### config.mk
export PLATFORM = sky130hd
export DESIGN_NAME = ad_ip_jesd204_tpl_adc_pack
export DESIGN_NICKNAME = d
export VERILOG_FILES = /design/src/rtl/ad_ip_jesd204_tpl_adc_pack_pkg.sv /design/src/rtl/ad_ip_jesd204_tpl_adc_pack_mux.sv /design/src/rtl/ad_ip_jesd204_tpl_adc_pack.sv
export SDC_FILE = /design/constraint.sdc
export NUM_CORES = 1
export LEC_CHECK = 0
export CAP_MARGIN = 0
export CORE_MARGIN = 8
export CORE_UTILIZATION = 55
export DETAILED_ROUTE_END_ITERATION = 8
export PLACE_DENSITY = 0.78
export RECOVER_POWER = 25
export SLEW_MARGIN = 5
export SYNTH_ARGS = -nofsm -noshare
export SYNTH_HDL_FRONTEND = slang
export SYNTH_SLANG_ARGS = --single-unit
### constraint.sdc
create_clock -name clk -period 6.9 [get_ports clk]
set_clock_uncertainty 0.05 [all_clocks]
set_input_delay 0.69 -clock clk [delete_from_list [all_inputs] [get_ports clk]]
set_output_delay 0.69 -clock clk [all_outputs]
set_load 0.02 [all_outputs]
### src/rtl/ad_ip_jesd204_tpl_adc_pack_pkg.sv
// ad_ip_jesd204_tpl_adc_pack_pkg: shared constants and helpers for the TPL ADC packer.
package ad_ip_jesd204_tpl_adc_pack_pkg;

  localparam int SAMPLE_WIDTH = 16;

  function automatic int popcount(input logic [15:0] v);
    popcount = 0;
    for (int i = 0; i < 16; i++) popcount += int'(v[i]);
  endfunction

  function automatic logic is_pow2(input int v);
    return v > 0 && (v & (v - 1)) == 0;
  endfunction

  // Time-major slot order: all enabled channels of sample t before sample t+1.
  function automatic int slot_index(input int t, input int rank, input int e);
    return t * e + rank;
  endfunction

endpackage

### src/rtl/ad_ip_jesd204_tpl_adc_pack_mux.sv
// ad_ip_jesd204_tpl_adc_pack_mux: compacts one beat of enabled channels into contiguous low slots.
module ad_ip_jesd204_tpl_adc_pack_mux
  import ad_ip_jesd204_tpl_adc_pack_pkg::*;
#(
  parameter int NUM_CHANNELS = 4,
  parameter int DATA_PATH_WIDTH = 1,
  localparam int W = NUM_CHANNELS * DATA_PATH_WIDTH * SAMPLE_WIDTH
) (
  input  logic [NUM_CHANNELS-1:0] enable,
  input  logic [W-1:0]            data,
  output logic [W-1:0]            compact
);

  always_comb begin
    compact = '0;
    for (int c = 0; c < NUM_CHANNELS; c++)
      for (int t = 0; t < DATA_PATH_WIDTH; t++)
        if (enable[c])
          compact[slot_index(t, popcount(16'(enable) & ((16'(1) << c) - 16'(1))), popcount(16'(enable))) * SAMPLE_WIDTH +: SAMPLE_WIDTH] =
            data[(c * DATA_PATH_WIDTH + t) * SAMPLE_WIDTH +: SAMPLE_WIDTH];
  end

endmodule

### src/rtl/ad_ip_jesd204_tpl_adc_pack.sv
// ad_ip_jesd204_tpl_adc_pack: packs enabled TPL ADC channels densely into full-width DMA words.
module ad_ip_jesd204_tpl_adc_pack
  import ad_ip_jesd204_tpl_adc_pack_pkg::*;
#(
  parameter int NUM_CHANNELS = 4,
  parameter int DATA_PATH_WIDTH = 1,
  localparam int W = NUM_CHANNELS * DATA_PATH_WIDTH * SAMPLE_WIDTH
) (
  input  logic                    clk,
  input  logic                    reset,
  input  logic [NUM_CHANNELS-1:0] enable,
  input  logic [NUM_CHANNELS-1:0] adc_valid,
  input  logic [W-1:0]            adc_data,
  output logic                    adc_dovf,
  output logic                    packed_valid,
  input  logic                    packed_ready,
  output logic [W-1:0]            packed_data,
  output logic                    cfg_error
);

  localparam int CW = $clog2(NUM_CHANNELS) + 1;

  logic [NUM_CHANNELS-1:0] enable_q;
  logic [CW-1:0] beat_cnt;
  logic [W-1:0] acc, compact, word;
  logic changed, accept, last, load, blocked;
  int e;

  ad_ip_jesd204_tpl_adc_pack_mux #(
    .NUM_CHANNELS(NUM_CHANNELS),
    .DATA_PATH_WIDTH(DATA_PATH_WIDTH)
  ) mux (
    .enable(enable_q),
    .data(adc_data),
    .compact(compact)
  );

  // Packing uses the registered mask; the change cycle itself ignores beats.
  assign e = popcount(16'(enable_q));
  assign changed = enable != enable_q;
  assign accept = |(adc_valid & enable_q) && !cfg_error && !changed;
  assign last = (int'(beat_cnt) + 1) * e == NUM_CHANNELS;
  assign word = acc | (compact << (int'(beat_cnt) * e * DATA_PATH_WIDTH * SAMPLE_WIDTH));
  assign load = accept && last;
  assign blocked = packed_valid && !packed_ready;

  always_ff @(posedge clk) begin
    if (reset) begin
      enable_q <= '0;
      cfg_error <= 1'b0;
      beat_cnt <= '0;
      acc <= '0;
      packed_valid <= 1'b0;
      packed_data <= '0;
      adc_dovf <= 1'b0;
    end else begin
      enable_q <= enable;
      cfg_error <= !is_pow2(popcount(16'(enable)));
      beat_cnt <= changed || load ? '0 : accept ? beat_cnt + 1'b1 : beat_cnt;
      acc <= changed || load ? '0 : accept ? word : acc;
      adc_dovf <= load && blocked;
      if (load && !blocked) begin
        packed_data <= word;
        packed_valid <= 1'b1;
      end else if (packed_ready) packed_valid <= 1'b0;
    end
  end

endmodule

==> results of run 1 <==
## critical path: cells and delay by family, from the launching register on
kind,cells,cell delay (ps)
AOI/OAI and AO/OA,3,820
adders and majority gates,7,3110
buffers and inverters,3,310
DFF,1,310
and+or+nand+nor,4,1500
## power groups by stage
stage          Combinational, W  Sequential, W  Clock, W
3_5_place_dp           0.000235       0.000820         0
4_1_cts                0.000236       0.000802  0.000909
3_3_place_gp           0.000233       0.000820         0
5_1_grt                0.000255       0.000802  0.000946
2_1_floorplan          0.000131       0.000820         0
6_report               0.000242       0.000802  0.000914
## routing by layer
metal	wire length, um	track usage (%)
met1	11800	33.8
met2	14500	50.2
met3	2050	5.61
met4	1590	16.9
met5	0	0
## cell families (layout without fill, tap and decap cells)
kind of cell | after synthesis | count (layout) | share of synthesized area [%]
compound gates | 369 | 369 | 31.5
xor+xnor | 8 | 8 | 0.804
flops | 138 | 138 | 31.7
fa+ha+maj | 49 | 49 | 7.81
mux | 19 | 19 | 2.25
buf+inv | 145 | 251 | 6.85
simple gates | 339 | 339 | 19.1
## worst max-delay path by stage
stage | slack, ps | depth (start not counted) | endpoint | from
finish | 690 | 17 | packed_data[45] | enable_q[0]
global route | 390 | 18 | packed_data[31] | enable_q[0]
CTS | 730 | 17 | packed_data[45] | enable_q[0]
detailed placement | 770 | 17 | packed_data[39] | enable_q[0]
global placement | 940 | 17 | packed_data[44] | enable_q[0]
floorplan | 1340 | 21 | packed_data[57] | enable_q[0]
## synthesized netlist by cell type, drive strengths merged, types with 7 or more instances
| master | number |
|---|---|
| clkbuf | 62 |
| dfxtp | 138 |
| buf | 26 |
| a32oi | 19 |
| nor2 | 142 |
| nor3 | 52 |
| a211oi | 54 |
| nand3b | 9 |
| nand3 | 14 |
| inv | 56 |
| a21o | 16 |
| o211ai | 17 |
| ha | 40 |
| o21ai | 42 |
| a22oi | 12 |
| xnor2 | 7 |
| mux2i | 14 |
| fa | 9 |
| o31ai | 12 |
| a211o | 11 |
| nor2b | 14 |
| o22ai | 14 |
| and2 | 22 |
| a31oi | 13 |
| a221oi | 37 |
| nand2b | 13 |
| a21oi | 69 |
| nand2 | 43 |
| o21a | 25 |
| a22o | 16 |
## final cells by class
cell class | instances | area, um2 | area share [%]
clock buffer | 20 | 467 | 4.33
clock inverter | 12 | 114 | 1.06
inverter | 57 | 214 | 1.99
multi-input combinational | 784 | 5380 | 50.0
sequential | 138 | 2760 | 25.7
tap | 216 | 270 | 2.51
timing repair buffer | 162 | 1560 | 14.5
## stage by stage
stage | power [W] | instance area, um2 | instances
6_report | 0.00196 | 10800 | 1389
2_1_floorplan | 0.000951 | 8710 | 1067
5_1_grt | 0.00200 | 10800 | 1389
3_5_place_dp | 0.00105 | 10200 | 1357
4_1_cts | 0.00195 | 10800 | 1389
3_3_place_gp | 0.00105 | 10200 | 1357
## layout by cell type, fill, tap and decap left out, types with 7 or more instances in the layout
master           instances
and2_1                  21
a211oi_1                45
clkdlybuf4s50_1         93
ha_1                    40
a211o_1                 11
a32oi_1                 19
nor2_1                 142
a22oi_1                 12
a22o_1                  16
clkbuf_16               17
o211ai_1                17
dfxtp_1                138
nand3_1                 13
o21ai_0                 36
o22ai_1                 14
mux2i_1                 14
dlygate4sd3_1           47
nand2_1                 43
a21oi_1                 64
o21a_1                  25
fa_1                     9
xnor2_1                  7
inv_1                   56
nor2b_1                 14
o31ai_1                 12
a211oi_2                 9
a31oi_1                  8
a21o_1                  16
nor3_1                  49
buf_4                   21
a221oi_1                37
nand3b_1                 9
nand2b_1                13
## sequential cells by signal, indices dropped and copies added (netlist names)
register and flops:
beat_cnt 3, packed_data 64, acc 64, enable_q 4, packed_valid 1, cfg_error 1, adc_dovf 1
==> metrics.txt, run 1 <==
# TYPE chip_impl_metric gauge
chip_impl_metric{name="distinct_cell_type_count_after_synthesis",unit=""} 65
chip_impl_metric{name="whs_path_depth",unit=""} 2
chip_impl_metric{name="die_width",unit="um"} 142
chip_impl_metric{name="setup_viol_count_final",unit=""} 0
chip_impl_metric{name="num_rows",unit=""} 46
chip_impl_metric{name="setup_total_negative_slack",unit="ps"} 0
chip_impl_metric{name="post_cts_resized",unit=""} 0
chip_impl_info{name="critical_path.reg2reg.startpoint",value="enable_q[0]"} 1
chip_impl_metric{name="area_growth",unit="%"} 23.6
chip_impl_metric{name="cts.sinks",unit=""} 138
chip_impl_metric{name="cts-buffers-inserted",unit=""} 17
chip_impl_metric{name="grt.overflow.total",unit=""} 0
chip_impl_metric{name="timing.slew.headroom",unit="%"} -11.6
chip_impl_metric{name="die_outline_height",unit="um"} 142
chip_impl_metric{name="worst_slew_pin_slew",unit="ps"} 1670
chip_impl_metric{name="worstPathArrival",unit="ps"} 6500
chip_impl_metric{name="gr-usage-all-layers",unit="%"} 29.4
chip_impl_metric{name="netlist_instances",unit=""} 1067
chip_impl_metric{name="mappedNetlistArea",unit="mm2"} 0.00871
chip_impl_metric{name="fin_crit_sh",unit="%"} 90.0
chip_impl_metric{name="core-area",unit="mm2"} 0.0157
chip_impl_metric{name="globalplace.congestion",unit=""} 0.932
chip_impl_metric{name="power.share.switching",unit="%"} 27.3
chip_impl_metric{name="average_detailed_routed_wire_length_per_instance",unit="um"} 21.5
chip_impl_info{name="cp-start-kind",value="flip-flop"} 1
chip_impl_info{name="timing.setup.critical_path_class",value="reg -> reg"} 1
chip_impl_metric{name="ys_seq_area_share",unit="%"} 31.7
chip_impl_info{name="violations",value="capacitance limit, slew limit"} 1
chip_impl_metric{name="critPathMaxStageDelay",unit="ps"} 740
chip_impl_info{name="hold_class",value="reg -> reg"} 1
chip_impl_metric{name="power.switching",unit="W"} 0.000535
chip_impl_metric{name="starting_density_of_the_core",unit="%"} 55.7
chip_impl_metric{name="fraction_of_synthesis_flops_using_an_asynchronous_set_or_reset_pin",unit="%"} 0
chip_impl_info{name="hold_path_startpoint",value="acc[37]"} 1
chip_impl_metric{name="edff_count_synth",unit=""} 0
chip_impl_info{name="crit_path_cell_trace",value="buf_4 -> fa_1 -> ha_1 -> inv_1 -> fa_1 -> nor2_1 -> ha_1 -> ha_1 -> inv_1 -> fa_1 -> fa_1 -> nor4bb_1 -> o2111ai_1 -> a21oi_1 -> and3_2 -> nand3_1 -> o22ai_1"} 1
chip_impl_metric{name="clk-insertion-delay-late",unit="ps"} 440
chip_impl_metric{name="irDropWorstVdd",unit="V"} 0.000186
chip_impl_metric{name="seqPwrFrac",unit="%"} 41.0
chip_impl_metric{name="yosys_register_bits",unit=""} 138
chip_impl_metric{name="diodes",unit=""} 0
chip_impl_info{name="cts.root.buffer_cell",value="clkbuf_16"} 1
chip_impl_info{name="synth.top_cells.by_area",value="dfxtp_1 32%, nor2_1 6.1%, ha_1 5.7%"} 1
chip_impl_metric{name="rrSetupSlack",unit="ps"} 690
chip_impl_metric{name="number_of_global_route_vias_before_repair",unit=""} 8546
chip_impl_metric{name="io_buffers",unit=""} 141
chip_impl_metric{name="post_drt_via_cell_ratio",unit=""} 6.32
chip_impl_metric{name="combPwrFrac",unit="%"} 12.3
chip_impl_metric{name="dp_worst_setup_slack",unit="ps"} 771
chip_impl_metric{name="synth_largest_type_area_fraction",unit="%"} 31.7
chip_impl_metric{name="worstPathRequired",unit="ps"} 7190
chip_impl_metric{name="dr.pass1.iters",unit=""} 6
chip_impl_info{name="rr_endpoint",value="packed_data[45]"} 1
chip_impl_metric{name="drc_violations_left",unit=""} 0
chip_impl_info{name="crit_path_frequent_cell",value="fa_1"} 1
chip_impl_metric{name="place.detailed.hpwl",unit="um"} 21700
chip_impl_metric{name="p_leak",unit="nW"} 4.02
chip_impl_info{name="tritoncts",value="yes"} 1
chip_impl_metric{name="num-fill-cells",unit=""} 1331
chip_impl_metric{name="vias",unit=""} 8777
chip_impl_metric{name="drv_cap",unit=""} 1
chip_impl_metric{name="whs",unit="ps"} 411
chip_impl_metric{name="drt-total-wl",unit="um"} 29900
chip_impl_metric{name="worstRegToRegCells",unit=""} 17
chip_impl_metric{name="holdBufCountCts",unit=""} 0
chip_impl_info{name="grt_setup_unrepaired",value="no"} 1
chip_impl_info{name="hold_crit_endpoint",value="acc[37]"} 1
chip_impl_metric{name="final_core_utilization",unit="%"} 68.8
chip_impl_metric{name="dieArea",unit="mm2"} 0.0201
chip_impl_metric{name="cts.clk_slew.worst_paths",unit="ps"} 70
chip_impl_metric{name="syn-mean-instance-area",unit="um2"} 8.17
chip_impl_info{name="cp_slowest_cell",value="and3_2"} 1
chip_impl_metric{name="grt_antenna_before_repair",unit=""} 0
chip_impl_metric{name="grt_first_pass_wirelength",unit="um"} 46300
chip_impl_metric{name="maximum_clock_rate",unit="MHz"} 161
chip_impl_metric{name="ioPinCount",unit=""} 142
chip_impl_metric{name="drt_iter0_drc",unit=""} 742
chip_impl_metric{name="htreeDepth",unit=""} 4
chip_impl_metric{name="min_period",unit="ps"} 6210
chip_impl_metric{name="post-cts-setup-buffer-count",unit=""} 0
chip_impl_info{name="dominantRegCellSynth",value="dfxtp_1"} 1
chip_impl_metric{name="fraction_of_final_layout_cells_sized_beyond_drive_strength_1",unit="%"} 7.67
chip_impl_metric{name="drv_slew",unit=""} 31
chip_impl_info{name="yosys.area.top_type",value="dfxtp_1"} 1
chip_impl_metric{name="fin_nets",unit=""} 1284
chip_impl_metric{name="cts_max_path_buffers",unit=""} 2
chip_impl_metric{name="hold_viol_final",unit=""} 0
chip_impl_metric{name="ant_nets",unit=""} 0
chip_impl_metric{name="pin_count_of_the_biggest_net_entering_global_routing",unit=""} 47
chip_impl_info{name="status",value="finished with violations"} 1
chip_impl_metric{name="cellPowerDensity",unit="mW/mm2"} 182
chip_impl_metric{name="power.internal",unit="W"} 0.00142
chip_impl_metric{name="nets_in_the_synthesized_netlist",unit=""} 1191
chip_impl_metric{name="layout_setup_ws",unit="ps"} 687
chip_impl_metric{name="pwr-share-clk",unit="%"} 46.7
chip_impl_metric{name="critPathMaxFanout",unit=""} 26
chip_impl_info{name="endpoint_kind",value="flip-flop"} 1
chip_impl_metric{name="synth.yosys.warnings",unit=""} 0
No activity file was read; power rests on OpenSTA's default activity.
==> run 2: changes to the inputs <==
--- a/config.mk
+++ b/config.mk
@@ -6,10 +6,12 @@
 export NUM_CORES = 1
 export LEC_CHECK = 0
 export CAP_MARGIN = 0
+export CELL_PAD_IN_SITES_DETAIL_PLACEMENT = 1
+export CELL_PAD_IN_SITES_GLOBAL_PLACEMENT = 2
 export CORE_MARGIN = 8
-export CORE_UTILIZATION = 55
+export CORE_UTILIZATION = 32
 export DETAILED_ROUTE_END_ITERATION = 8
-export PLACE_DENSITY = 0.78
+export PLACE_DENSITY = 0.77
 export RECOVER_POWER = 25
 export SLEW_MARGIN = 5
 export SYNTH_ARGS = -nofsm -noshare
==> metrics.txt, run 2 (synthesis results as in run 1) <==
# TYPE chip_impl_metric gauge
chip_impl_info{name="status",value="finished with violations"} 1
chip_impl_info{name="violations",value="capacitance limit, slew limit"} 1
chip_impl_metric{name="cts_max_path_buffers",unit=""} 2
chip_impl_metric{name="worstPathArrival",unit="ps"} 6390
chip_impl_metric{name="htreeDepth",unit=""} 4
chip_impl_info{name="cp-start-kind",value="flip-flop"} 1
chip_impl_metric{name="multi_input_area",unit="mm2"} 0.00538
chip_impl_metric{name="holdBufCountCts",unit=""} 0
chip_impl_metric{name="critPathMaxFanout",unit=""} 26
chip_impl_metric{name="irDropWorstVdd",unit="V"} 0.000140
chip_impl_info{name="rr_endpoint",value="packed_data[35]"} 1
chip_impl_metric{name="die_outline_height",unit="um"} 181
chip_impl_metric{name="p_leak",unit="nW"} 4.07
chip_impl_metric{name="sequential_cell_area",unit="mm2"} 0.00276
chip_impl_metric{name="starting_density_of_the_core",unit="%"} 32.4
chip_impl_metric{name="cts.sinks",unit=""} 138
chip_impl_metric{name="min_period",unit="ps"} 6130
chip_impl_metric{name="diodes",unit=""} 0
chip_impl_info{name="mostFrequentLayoutCell",value="nor2_1"} 1
chip_impl_metric{name="post_drt_via_cell_ratio",unit=""} 5.67
chip_impl_metric{name="layout_setup_ws",unit="ps"} 768
chip_impl_info{name="hold_class",value="reg -> reg"} 1
chip_impl_info{name="timing.setup.critical_path_class",value="reg -> reg"} 1
chip_impl_info{name="tritoncts",value="yes"} 1
chip_impl_metric{name="fin_nets",unit=""} 1285
chip_impl_metric{name="core-area",unit="mm2"} 0.0269
chip_impl_metric{name="post-cts-setup-buffer-count",unit=""} 0
chip_impl_metric{name="grt_antenna_before_repair",unit=""} 0
chip_impl_metric{name="num_rows",unit=""} 60
chip_impl_metric{name="dp_worst_setup_slack",unit="ps"} 813
chip_impl_info{name="cp-endpoint",value="packed_data[35]"} 1
chip_impl_metric{name="fraction_of_final_layout_cells_sized_beyond_drive_strength_1",unit="%"} 7.67
chip_impl_metric{name="ioPinCount",unit=""} 142
chip_impl_metric{name="cts.clk_slew.worst_paths",unit="ps"} 70
chip_impl_metric{name="fin_crit_sh",unit="%"} 88.9
chip_impl_metric{name="dieArea",unit="mm2"} 0.0328
chip_impl_metric{name="globalplace.congestion",unit=""} 0.852
chip_impl_info{name="largestRegisters",value="acc x64, packed_data x64, enable_q x4"} 1
chip_impl_metric{name="drt_iter0_drc",unit=""} 519
chip_impl_metric{name="rrSetupSlack",unit="ps"} 770
chip_impl_info{name="cts.root.buffer_cell",value="clkbuf_16"} 1
chip_impl_metric{name="placed_area",unit="mm2"} 0.0104
chip_impl_metric{name="pin_count_of_the_biggest_net_entering_global_routing",unit=""} 55
chip_impl_metric{name="worst_slew_pin_slew",unit="ps"} 2310
chip_impl_metric{name="average_detailed_routed_wire_length_per_instance",unit="um"} 22.0
chip_impl_info{name="worstSetupStartpoint",value="enable_q[1]"} 1
chip_impl_metric{name="cellPowerDensity",unit="mW/mm2"} 188
chip_impl_metric{name="drv_cap",unit=""} 2
chip_impl_metric{name="maximum_clock_rate",unit="MHz"} 163
chip_impl_metric{name="finalNonFillerCells",unit=""} 1515
chip_impl_metric{name="finish.instance_area",unit="mm2"} 0.0110
chip_impl_metric{name="place.detailed.instances",unit=""} 1483
chip_impl_metric{name="grt.overflow.total",unit=""} 0
chip_impl_info{name="mostFrequentLayoutCells",value="142 x nor2_1, 138 x dfxtp_1, 93 x clkdlybuf4s50_1"} 1
chip_impl_info{name="critical_path.reg2reg.startpoint",value="enable_q[1]"} 1
chip_impl_metric{name="gr-usage-all-layers",unit="%"} 20.2
chip_impl_metric{name="drv_slew",unit=""} 77
chip_impl_metric{name="setup_viol_count_final",unit=""} 0
chip_impl_metric{name="worstRegToRegCells",unit=""} 18
chip_impl_metric{name="hold_viol_final",unit=""} 0
chip_impl_metric{name="io_buffers",unit=""} 141
chip_impl_metric{name="vias",unit=""} 8596
chip_impl_metric{name="timing.slew.headroom",unit="%"} -53.7
chip_impl_metric{name="number_of_global_route_vias_before_repair",unit=""} 9275
chip_impl_info{name="grt_setup_unrepaired",value="no"} 1
chip_impl_metric{name="area_growth",unit="%"} 26.3
chip_impl_metric{name="grt_first_pass_wirelength",unit="um"} 52800
chip_impl_metric{name="setup_total_negative_slack",unit="ps"} 0
chip_impl_metric{name="dr.pass1.iters",unit=""} 4
chip_impl_info{name="endpoint_kind",value="flip-flop"} 1
chip_impl_metric{name="clk-insertion-delay-late",unit="ps"} 430
chip_impl_metric{name="num-fill-cells",unit=""} 3188
chip_impl_metric{name="worstPathRequired",unit="ps"} 7160
chip_impl_metric{name="drt-total-wl",unit="um"} 33300
chip_impl_metric{name="post_cts_resized",unit=""} 0
chip_impl_metric{name="place.detailed.hpwl",unit="um"} 25000
chip_impl_metric{name="die_width",unit="um"} 181
chip_impl_metric{name="ant_nets",unit=""} 0
chip_impl_metric{name="cts-buffers-inserted",unit=""} 17
chip_impl_metric{name="drc_violations_left",unit=""} 0
run 2: metal layers:
layer | vias to the layer above | track usage (%) | share of wire, %
met4 | 0 | 6.92 | 2.7
met5 | - | 0 | 0
met2 | 200 | 36.4 | 50
li1 | 4098 | - | -
met1 | 4252 | 23.9 | 44
met3 | 46 | 3.61 | 3.2
run 2: worst max-delay path: stages (launching register included):
cell       delay [ps]
dfxtp_1           310
buf_4             190
fa_1              630
ha_1              210
inv_1              70
fa_1              620
nor2_1             90
ha_1              290
ha_1              280
inv_1              50
fa_1              530
fa_1              550
nor4bb_1          210
o2111ai_1         150
a21oi_1           440
and3_2            610
buf_4             400
nor2_1             80
a211oi_1          230
run 2: layout make-up:
type	instances	share of cell area, %
Clock buffer	18	3.99
Clock inverter	14	1.83
Inverter	57	1.94
Multi-Input combinational cell	784	48.9
Sequential cell	138	25.1
Tap cell	341	3.88
Timing Repair Buffer	163	14.4
run 2: report_power, final:
group	total [W]	leakage [nW]	switching [W]	internal [W]
clock	0.00102	0.315	0.000423	0.000597
sequential	0.000802	1.11	0.00000350	0.000799
combinational	0.000246	2.64	0.000151	0.0000954
run 2: worst min path at each step:
stage / startpoint / end / slack [ps] / cells past startpoint
2_1_floorplan: acc[37] / acc[37] / 380 / 2
3_3_place_gp: acc[37] / acc[37] / 390 / 2
3_5_place_dp: acc[37] / acc[37] / 390 / 2
4_1_cts: acc[37] / acc[37] / 400 / 2
5_1_grt: acc[47] / acc[47] / 440 / 2
6_report: acc[37] / acc[37] / 410 / 2
run 2: stage by stage:
stage          total power (W)  hold WS (ps)  utilization, %
6_report               0.00207           406            40.9
5_1_grt                0.00214           441            40.9
4_1_cts                0.00209           405            41.0
3_5_place_dp           0.00107           390            38.6
3_3_place_gp           0.00106           387            38.6
2_1_floorplan         0.000951           376               -
